`config.mk`:
```
export PLATFORM = sky130hd
export DESIGN_NAME = byte_unstriping_flat
export DESIGN_NICKNAME = d
export VERILOG_FILES = /design/src/rtl/byte_unstriping_pkg.sv /design/src/rtl/byte_unstriping_if.sv /design/src/rtl/byte_unstriping_framer.sv /design/src/rtl/byte_unstriping.sv /design/src/flat_wrapper.sv
export SDC_FILE = /design/constraint.sdc
export NUM_CORES = 1
export LEC_CHECK = 0
export CAP_MARGIN = 30
export CORE_AREA = 2 2 101 54
export CTS_CLUSTER_SIZE = 28
export DETAILED_ROUTE_END_ITERATION = 12
export DIE_AREA = 0 0 103 56
export GPL_ROUTABILITY_DRIVEN = 0
export GPL_TIMING_DRIVEN = 0
export PLACE_DENSITY = 0.66
export SLEW_MARGIN = 5
export SYNTH_ARGS = -nofsm -noshare
export SYNTH_HDL_FRONTEND = slang
export SYNTH_SLANG_ARGS = --single-unit
```
`constraint.sdc`:
```
create_clock -name CLK -period 3 [get_ports CLK]
set_clock_uncertainty 0.15 [all_clocks]
set_input_delay 0.6 -clock CLK [delete_from_list [all_inputs] [get_ports CLK]]
set_output_delay 0.6 -clock CLK [all_outputs]
set_load 0.05 [all_outputs]
```
`src/rtl/byte_unstriping_pkg.sv`:
```
// Shared byte-striping definitions: K-code values and the framer state encoding.
// Reused by the striper, the unstriper and their benches.
package byte_striping_defs;

    localparam logic [7:0] STP = 8'hFB;
    localparam logic [7:0] SDP = 8'h5C;
    localparam logic [7:0] END = 8'hFD;
    localparam logic [7:0] EDB = 8'hFE;
    localparam logic [7:0] COM = 8'hBC;
    localparam logic [7:0] SKP = 8'h1C;
    localparam logic [7:0] IDL = 8'h7C;

    typedef enum logic {
        IDLE = 1'b0,
        PKT  = 1'b1
    } frame_state_t;

    function automatic logic is_start(input logic [7:0] code);
        return (code == STP) || (code == SDP);
    endfunction

    function automatic logic is_close(input logic [7:0] code);
        return (code == END) || (code == EDB);
    endfunction

    function automatic logic is_filler(input logic [7:0] code);
        return (code == COM) || (code == SKP) || (code == IDL);
    endfunction

endpackage

```
`src/rtl/byte_unstriping_if.sv`:
```
// Lane-word input handshake plus the reassembled byte stream of the unstriper.
interface byte_unstriping_if #(
    parameter int LANES = 4,
    parameter int BITS  = 8
);
    // A lane word transfers on a rising CLK edge where LANE_VALID & READY are
    // both high; with READY low the lane inputs are ignored. The output stream
    // (D/DK/VALID) has no backpressure: the consumer takes every VALID byte.
    logic [BITS-1:0]  LANE0;
    logic [BITS-1:0]  LANE1;
    logic [BITS-1:0]  LANE2;
    logic [BITS-1:0]  LANE3;
    logic [LANES-1:0] LANE_K;
    logic             LANE_VALID;
    logic             READY;
    logic [BITS-1:0]  D;
    logic             DK;
    logic             VALID;
    logic             IN_PKT;
    logic             FRAME_ERR;

    modport master (
        output LANE0, LANE1, LANE2, LANE3, LANE_K, LANE_VALID,
        input  READY, D, DK, VALID, IN_PKT, FRAME_ERR
    );

    modport slave (
        input  LANE0, LANE1, LANE2, LANE3, LANE_K, LANE_VALID,
        output READY, D, DK, VALID, IN_PKT, FRAME_ERR
    );

endinterface

```
`src/rtl/byte_unstriping_framer.sv`:
```
// Packet framing tracker for the rebuilt byte stream: STP/SDP open, END/EDB close.
// Sees each byte in the same cycle it is registered onto D, so FRAME_ERR lines up with it.
module byte_unstriping_framer
    import byte_striping_defs::*;
#(
    parameter int BITS = 8
) (
    input  logic            CLK,
    input  logic            RESET_L,
    input  logic [BITS-1:0] byte_d,
    input  logic            byte_k,
    input  logic            byte_valid,
    output frame_state_t    state,
    output logic            frame_err
);
    frame_state_t state_next;
    logic         err_next;
    logic [7:0]   code;

    assign code = 8'(byte_d);

    always_ff @(posedge CLK or negedge RESET_L) begin
        if (!RESET_L) begin
            state     <= IDLE;
            frame_err <= 1'b0;
        end else begin
            state     <= state_next;
            frame_err <= err_next;
        end
    end

    always_comb begin
        state_next = state;
        err_next   = 1'b0;
        if (byte_valid) begin
            if (!byte_k) begin
                // Payload is only legal between a start and a close.
                err_next = (state == IDLE);
            end else if (is_start(code)) begin
                if (state == IDLE) begin
                    state_next = PKT;
                end else begin
                    err_next = 1'b1;
                end
            end else if (is_close(code)) begin
                if (state == PKT) begin
                    state_next = IDLE;
                end else begin
                    err_next = 1'b1;
                end
            end else if (!is_filler(code)) begin
                err_next = 1'b1;
            end
        end
    end

endmodule

```
`src/rtl/byte_unstriping.sv`:
```
// Reassembles one 4-lane word per handshake into a byte stream, LANE0 first.
// Optional BYTE_UNSTRIPING_IDL_DROP_EN: K-coded IDL bytes keep their slot but are not emitted.
module byte_unstriping
    import byte_striping_defs::*;
#(
    parameter int LANES = 4,
    parameter int BITS  = 8
) (
    input  logic             CLK,
    input  logic             RESET_L,
    byte_unstriping_if.slave bus
);
    localparam logic [1:0] LAST_IDX = 2'(LANES - 1);

    logic [LANES-1:0] lane_k;
    logic [BITS-1:0]  hold_d [LANES-1];
    logic [LANES-2:0] hold_k;
    logic [1:0]       idx;
    logic             full;

    logic             ready;
    logic             take;
    logic             emit;
    logic [BITS-1:0]  emit_d;
    logic             emit_k;
    logic             drop;

    logic [BITS-1:0]  d_q;
    logic             dk_q;
    logic             valid_q;
    logic [BITS-1:0]  d_next;
    logic             dk_next;
    logic             valid_next;

    frame_state_t     fstate;
    logic             frame_err;

    assign lane_k = bus.LANE_K;

    // idx is the lane index of the byte currently on D; hold_d[n] keeps lane n+1.
    always_comb begin
        ready  = ~full | (idx == LAST_IDX);
        take   = bus.LANE_VALID & ready;
        emit   = 1'b0;
        emit_d = d_q;
        emit_k = dk_q;
        if (take) begin
            emit   = 1'b1;
            emit_d = bus.LANE0;
            emit_k = lane_k[0];
        end else if (full && (idx != LAST_IDX)) begin
            emit   = 1'b1;
            emit_d = hold_d[idx];
            emit_k = hold_k[idx];
        end
    end

`ifdef BYTE_UNSTRIPING_IDL_DROP_EN
    assign drop = emit & emit_k & (emit_d == BITS'(IDL));
`else
    assign drop = 1'b0;
`endif

    // A dropped byte still consumes its slot; D/DK simply hold.
    assign valid_next = emit & ~drop;
    assign d_next     = valid_next ? emit_d : d_q;
    assign dk_next    = valid_next ? emit_k : dk_q;

    always_ff @(posedge CLK or negedge RESET_L) begin
        if (!RESET_L) begin
            full    <= 1'b0;
            idx     <= 2'd0;
            hold_d  <= '{default: '0};
            hold_k  <= '0;
            d_q     <= '0;
            dk_q    <= 1'b0;
            valid_q <= 1'b0;
        end else begin
            d_q     <= d_next;
            dk_q    <= dk_next;
            valid_q <= valid_next;
            if (take) begin
                hold_d[0] <= bus.LANE1;
                hold_d[1] <= bus.LANE2;
                hold_d[2] <= bus.LANE3;
                hold_k    <= lane_k[LANES-1:1];
                idx       <= 2'd0;
                full      <= 1'b1;
            end else if (full) begin
                if (idx == LAST_IDX) begin
                    full <= 1'b0;
                end else begin
                    idx <= idx + 2'd1;
                end
            end
        end
    end

    byte_unstriping_framer #(
        .BITS(BITS)
    ) u_framer (
        .CLK        (CLK),
        .RESET_L    (RESET_L),
        .byte_d     (d_next),
        .byte_k     (dk_next),
        .byte_valid (valid_next),
        .state      (fstate),
        .frame_err  (frame_err)
    );

    assign bus.READY     = ready;
    assign bus.D         = d_q;
    assign bus.DK        = dk_q;
    assign bus.VALID     = valid_q;
    assign bus.IN_PKT    = (fstate == PKT);
    assign bus.FRAME_ERR = frame_err;

endmodule
```
`src/flat_wrapper.sv`:
```
// flat-port wrapper written by rule: the top's interface ports become plain ports
module byte_unstriping_flat import byte_striping_defs::*;
#(
    parameter int LANES = 4,
    parameter int BITS  = 8
)
  (CLK, RESET_L, bus_LANE0, bus_LANE1, bus_LANE2, bus_LANE3, bus_LANE_K, bus_LANE_VALID, bus_READY, bus_D, bus_DK, bus_VALID, bus_IN_PKT, bus_FRAME_ERR);
  byte_unstriping_if #(.LANES(LANES), .BITS(BITS)) bus_i ();
  input  logic CLK;
  input  logic RESET_L;
  input wire logic [$bits(bus_i.LANE0)-1:0] bus_LANE0;
  input wire logic [$bits(bus_i.LANE1)-1:0] bus_LANE1;
  input wire logic [$bits(bus_i.LANE2)-1:0] bus_LANE2;
  input wire logic [$bits(bus_i.LANE3)-1:0] bus_LANE3;
  input wire logic [$bits(bus_i.LANE_K)-1:0] bus_LANE_K;
  input wire logic [$bits(bus_i.LANE_VALID)-1:0] bus_LANE_VALID;
  output wire logic [$bits(bus_i.READY)-1:0] bus_READY;
  output wire logic [$bits(bus_i.D)-1:0] bus_D;
  output wire logic [$bits(bus_i.DK)-1:0] bus_DK;
  output wire logic [$bits(bus_i.VALID)-1:0] bus_VALID;
  output wire logic [$bits(bus_i.IN_PKT)-1:0] bus_IN_PKT;
  output wire logic [$bits(bus_i.FRAME_ERR)-1:0] bus_FRAME_ERR;
  assign bus_i.LANE0 = bus_LANE0;
  assign bus_i.LANE1 = bus_LANE1;
  assign bus_i.LANE2 = bus_LANE2;
  assign bus_i.LANE3 = bus_LANE3;
  assign bus_i.LANE_K = bus_LANE_K;
  assign bus_i.LANE_VALID = bus_LANE_VALID;
  assign bus_READY = bus_i.READY;
  assign bus_D = bus_i.D;
  assign bus_DK = bus_i.DK;
  assign bus_VALID = bus_i.VALID;
  assign bus_IN_PKT = bus_i.IN_PKT;
  assign bus_FRAME_ERR = bus_i.FRAME_ERR;
  byte_unstriping #(.LANES(LANES), .BITS(BITS)) u_core (.CLK(CLK), .RESET_L(RESET_L), .bus(bus_i));
endmodule
```
# Word level (Yosys, flattened, before mapping)
# Index checks and enable logic that the tools add are counted.
word_totals:
  register_bits: 42
  latch_bits: 0
  mem_bits_rw: 0
  rom_bits: 0
  input_bits: 39
  n_memories: 0
op_classes:
  n_addsub: 1
  mul: 0
  div: 0
  n_lt_le_gt_ge: 2
  n_eq_ne: 10
  n_shift: 0
  muxes: 28
  n_bitwise: 5
  reduce_logical: 9
op_table:
  columns: ["cell", "n"]
  rows:
  - ["8-bit two-way mux", 5]
  - ["8-bit == test, second input constant", 4]
  - ["1-bit two-way mux", 18]
  - ["8-bit binary-select mux with 2-bit select", 1]
  - ["8-bit by 7-bit == test with 1-bit output, second input constant", 2]
  - ["8-bit by 5-bit == test with 1-bit output, second input constant", 1]
  - ["2-bit two-way mux", 3]
  - ["1-bit logical OR", 4]
  - ["2-bit nonzero test", 2]
  - ["3-bit >= comparator, second input constant", 1]
  - ["2-bit by 3-bit less-than comparator with 1-bit output, second input constant", 1]
  - ["2-bit NOT with 3-bit output", 1]
  - ["3-bit AND reduction", 1]
  - ["2-bit by 1-bit adder with 2-bit output, second input constant", 1]
  - ["1-bit binary-select mux with 2-bit select", 1]
  - ["2-bit == test, second input constant", 1]
  - ["2-bit by 1-bit != test with 1-bit output, second input constant", 1]
  - ["2-bit != test, second input constant", 1]
  - ["1-bit NOT", 2]
  - ["2-bit AND reduction", 1]
  - ["1-bit bitwise AND", 1]
  - ["1-bit logical AND", 1]
  - ["1-bit bitwise OR", 1]

# Logic depth before layout (Yosys ltp)
depth:
  depth_word: 15
  depth_mapped: 10
  ltp_nobuf: 9

# Hierarchy
# From an unflattened synthesis, not the netlist that was laid out.
hier_totals:
  hier_cells: 141
  hier_area_um2: 2005.7
modules_own_cells:
  columns: ["mod", "instances", "cells_each", "area_per_inst_um2", "seq_area_each_um2"]
  rows:
  - ["byte_unstriping", 1, 120, 1823.0, 975.9]
  - ["byte_unstriping_framer", 1, 21, 182.7, 50.0]

# Worst setup path before layout
# Ideal clock, no wire load.
synth_path:
  kind: "flip-flop to flip-flop"
  from: "register u_core.full"
  to: "register u_core.u_framer.frame_err"
  setup_ns: 0.123
  t_arrival_ns: 2.077
  required_time_ns: 2.727
  path_slack_ns: 0.650
  path_stages_with_launch: 10
  n_path_buf: 2
  path_cell_list: "dfrtp_1 -> and2b_2 -> inv_1 -> buf_4 -> buf_6 -> a21oi_1 -> nand3_1 -> o211ai_1 -> a21oi_1 -> o221a_1"
synth_between:
  elab_chain_len: 13
  elab_cells_between_ends: 28
  cone_classes: "eq/ne (7); mux (13); bitwise (3); reduce/logical (5)"
synth_lines:
  columns: ["element", "line", "source"]
  rows:
  - ["from (decl)", "byte_unstriping.sv:19", "logic full;"]
  - ["from (signal assigned)", "byte_unstriping.sv:71", "full <= 1'b0;"]
  - ["from (signal assigned)", "byte_unstriping.sv:88", "full <= 1'b1;"]
  - ["from (signal assigned)", "byte_unstriping.sv:91", "full <= 1'b0;"]
  - ["1-bit NOT *", "byte_unstriping.sv:42", "ready = ~full | (idx == LAST_IDX);"]
  - ["1-bit bitwise OR *", "byte_unstriping.sv:42", null]
  - ["via bus_READY", "flat_wrapper.sv:17", "output wire logic [$bits(bus_i.READY)-1:0] bus_READY;"]
  - ["1-bit bitwise AND *", "byte_unstriping.sv:43", "take = bus.LANE_VALID & ready;"]
  - ["8-bit two-way mux / 1-bit two-way mux (equally long branches)", "byte_unstriping.sv:47", "if (take) begin"]
  - ["8-bit two-way mux *", "byte_unstriping.sv:66", "assign d_next = valid_next ? emit_d : d_q;"]
  - ["via u_core.d_next[6]", "byte_unstriping.sv:31", "logic [BITS-1:0] d_next;"]
  - ["8-bit == test / 8-bit by 5-bit == test with 1-bit output (equally long branches)", "byte_unstriping_pkg.sv:27", "return (code == COM) || (code == SKP) || (code == IDL);"]
  - ["1-bit logical OR (2 in series)", "byte_unstriping_pkg.sv:27", null]
  - ["1-bit two-way mux", "byte_unstriping_framer.sv:51", "end else if (!is_filler(code)) begin"]
  - ["1-bit two-way mux", "byte_unstriping_framer.sv:45", "end else if (is_close(code)) begin"]
  - ["1-bit two-way mux *", "byte_unstriping_framer.sv:39", "end else if (is_start(code)) begin"]
  - ["1-bit two-way mux *", "byte_unstriping_framer.sv:36", "if (!byte_k) begin"]
  - ["1-bit two-way mux *", "byte_unstriping_framer.sv:35", "if (byte_valid) begin"]
  - ["via u_core.u_framer.err_next", "byte_unstriping_framer.sv:17", "logic err_next;"]
  - ["to (signal assigned)", "byte_unstriping_framer.sv:28", "frame_err <= err_next;"]
  - ["to (decl)", "byte_unstriping_framer.sv:14", "output logic frame_err"]
# Mark *: on every way through the listed nets, which the timed path passes. The rest lies on a longest branch.
# A chain may end at the register's enable or synchronous reset.

# Worst setup path after layout
layout_path:
  from: "register u_core.idx[0]"
  to: "output port bus_READY"
layout_between:
  elab_chain_len: 2
layout_lines:
  columns: ["element", "line", "source"]
  rows:
  - ["from (decl)", "byte_unstriping.sv:18", "logic [1:0] idx;"]
  - ["from (signal assigned)", "byte_unstriping.sv:93", "idx <= idx + 2'd1;"]
  - ["2-bit == test", "byte_unstriping.sv:42", null]
  - ["1-bit bitwise OR", "byte_unstriping.sv:42", null]
  - ["to (decl)", "flat_wrapper.sv:17", null]
# No other way between the ends.

==> flow_metrics.tcl <==
set metrics [dict create \
    htreeDepth 2 \
    numCtsBuffers 5 \
    required_ns 2.25 \
    met3_usage 0.0415 \
    antenna_left 0 \
    status "completed" \
    critPathMaxStageDelay_ns 0.50 \
    pin_count 52 \
    avgSynthCellArea_um2 12.9 \
    synth_cell_types 29 \
    cp-endpoint "bus_READY" \
    fillers 445 \
    row_count 18 \
    place_area_mm2 0.00258 \
    grt_antenna_before_repair 0 \
    drt_iter0_drc 41 \
    crit_fanout 10 \
    synth-seq-cells 41 \
    peakVddDrop_uv 379 \
    yosys-top-cells-area "dfrtp_1 (52%), mux2_2 (18%), mux2i_1 (5.1%)" \
    cts_tree "built" \
    nets 253 \
    syn_inst 153 \
    max-cap-violations 0 \
    syn-cell-area_mm2 0.00197 \
    p_leak_nw 1.15 \
    final_area_mm2 0.00271 \
    p_per_area_mw_per_mm2 1190 \
    first_global_vias 1379 \
    clock_path_buffers 2 \
    die_w_um 103 \
    drtPass1Iterations 4 \
    dp_hpwl_um 3120 \
    grt_overflow 0 \
    synthArstFlopShare 1.00 \
    crit_cells 6 \
    core_area_mm2 0.00482 \
    slew_violations 0 \
    crit_type "register to output pin" \
    relSlewSlack 0.632 \
    min_path_type "register to register" \
    tns_ns 0 \
    synth-edff-count 0 \
    dieArea_mm2 0.00577 \
    wl_um 4180 \
    drc 0 \
    slowest_stage "clkdlybuf4s15_1" \
    path_buf_inv 4 \
    ff2ff_path_depth 8 \
    cts_setup_buffers 0 \
    grt_busiest_layer "met2" \
    io_buffers 51 \
    startpoint "u_core.idx[0]$_DFFE_PN0P_" \
    worstMarginPinSlew_ns 0.552 \
    wl_per_cell_um 14.7 \
    yosysTopAreaCellShare 0.522 \
    yosysWarnings 0 \
    grt_start_max_net_pins 39 \
    drive_gt1_frac 0.271 \
    hold_viol 0 \
    cts_root_buf "clkbuf_8" \
    clock_sinks 41 \
    finalSetupViolations 0 \
    viasPerCell 4.94 \
    clk_pin_slew_worst_paths_ns 0.08 \
    final_common_cell "clkdlybuf4s50_1" \
    finalCritPeriodShare 0.950 \
    worstPathArrival_ns 2.10 \
    path_delay_family "buffers and inverters" \
    crit_path_start_kind "register" \
    rr_startpoint "u_core.idx[0]$_DFFE_PN0P_" \
    crit_path_end_kind "output pin" \
    rsz0062_at_grt "no" \
    grt_pass1_wl_um 6770 \
    grt_usage 0.155 \
    ys_seq_area_frac 0.522 \
    period_minus_slack_ns 2.85 \
    synthToLayoutAreaGrowth_pct 37.8 \
    vias 1402 \
    synth_fp_nets 193 \
    ys.flop_type "dfrtp_1" \
    met2_usage 0.231 \
    synth_top_area_cell "dfrtp_1" \
    use_met1 0.225 \
    rrSetupSlack_ns 0.41 \
    insertedDiodeCount 0 \
    start_util 0.408 \
    fp.dieH_um 56 \
    rr_endpoint "u_core.hold_d[9]$_DFFE_PN0P_" \
    critical_path.cell_chain "ha_1 -> and2b_2 -> inv_1 -> buf_4 -> buf_6 -> clkdlybuf4s15_1" \
    fmax_ghz 0.351 \
    clock_latency_ns 0.29 \
    final_cell_mix "clkdlybuf4s50_1 (49), dfrtp_1 (41), mux2_2 (32)" \
]
-- power breakdown --
| group | switching, mW | internal [mW] | total (mW) | leakage [nW] |
|---|---|---|---|---|
| clock network | 0.189 | 0.271 | 0.459 | 0.0574 |
| logic | 0.968 | 0.817 | 1.78 | 0.611 |
| registers | 0.150 | 0.839 | 0.989 | 0.485 |
-- worst register-to-register path, stage by stage, from the launching register on --
cell and delay, ns:
dfrtp_1 0.46, ha_1 0.22, and2b_2 0.25, inv_1 0.08
buf_4 0.17, buf_6 0.14, nand2_1 0.29, buf_2 0.33
mux2_2 0.37
-- area by class of cell --
type	instances	area, µm²	share of cell area
multi-input cells	100	866	0.319
clock inverters	2	37.5	0.0139
plain buffers	7	56.3	0.0208
well taps	70	87.6	0.0323
clock buffers	6	82.6	0.0305
repair buffers	53	536	0.198
inverters	5	18.8	0.00693
flip-flops and latches	41	1030	0.379
-- per-stage QoR --
step	instances	setup slack, ns	hold WS, ns	power [mW]	util
2_1_floorplan	153	0.650	0.154	2.30	-
3_3_place_gp	274	0.125	0.315	2.74	0.532
3_5_place_dp	275	0.0405	0.271	2.79	0.535
4_1_cts	284	0.120	0.355	3.25	0.562
5_1_grt	284	0.0278	0.362	3.46	0.562
6_report	284	0.151	0.342	3.23	0.562
-- Yosys cell counts (3+ instances only) --
cell type	count
buf_6	3
inv_1	5
nor2_1	4
nand2_1	11
a221oi_1	5
mux2_2	32
buf_2	3
nand3b_1	3
mux2i_1	10
a21oi_1	9
nand3_1	5
dfrtp_1	41
-- how the worst min path moves through the flow --
stage                                 start                           end  slack [ns]  cells after the start
2_1_floorplan                       RESET_L       u_core.bus.DK$_DFF_PN0_        0.15                      0
3_3_place_gp        u_core.bus.DK$_DFF_PN0_       u_core.bus.DK$_DFF_PN0_        0.32                      2
3_5_place_dp                        RESET_L  u_core.hold_k[2]$_DFFE_PN0P_        0.27                      1
4_1_cts             u_core.bus.DK$_DFF_PN0_       u_core.bus.DK$_DFF_PN0_        0.36                      2
5_1_grt        u_core.hold_d[4]$_DFFE_PN0P_  u_core.hold_d[4]$_DFFE_PN0P_        0.36                      1
6_report            u_core.bus.DK$_DFF_PN0_       u_core.bus.DK$_DFF_PN0_        0.34                      2
-- logic make-up (layout without fill, tap and decap cells) --
family	after synthesis	in the layout	synth area share
xor gates and xnor gates	1	1	0.00827
adders and majority gates	1	1	0.00636
muxes	44	44	0.249
and+or+nand+nor	30	30	0.0871
AOI/OAI and AO/OA	24	24	0.0891
DFF	41	41	0.522
buffers and inverters	12	73	0.0382
-- registers in the layout, summed over array words and instances, names as in the netlist --
name / flops
u_core.hold_k: 3
u_core.u_framer.state: 1
u_core.u_framer.frame_err: 1
u_core.idx: 2
u_core.bus.D: 8
u_core.bus.DK: 1
u_core.full: 1
u_core.hold_d: 24
-- per-layer routing --
layer / routed length (µm) / part of all wire
met3: 208 / 0.050
met4: 19 / 0.0045
met2: 1910 / 0.46
met5: 0 / 0
met1: 2040 / 0.49
-- repair_timing --
| item | 4_1_cts | 5_1_grt |
|---|---|---|
| hold endpoints to repair | 3 | 0 |
| gates resized for setup | 1 | 1 |
| endpoints found under the setup margin | 1 | 1 |
| hold buffers | 1 | 0 |
Power figures use the tool's default switching activity.
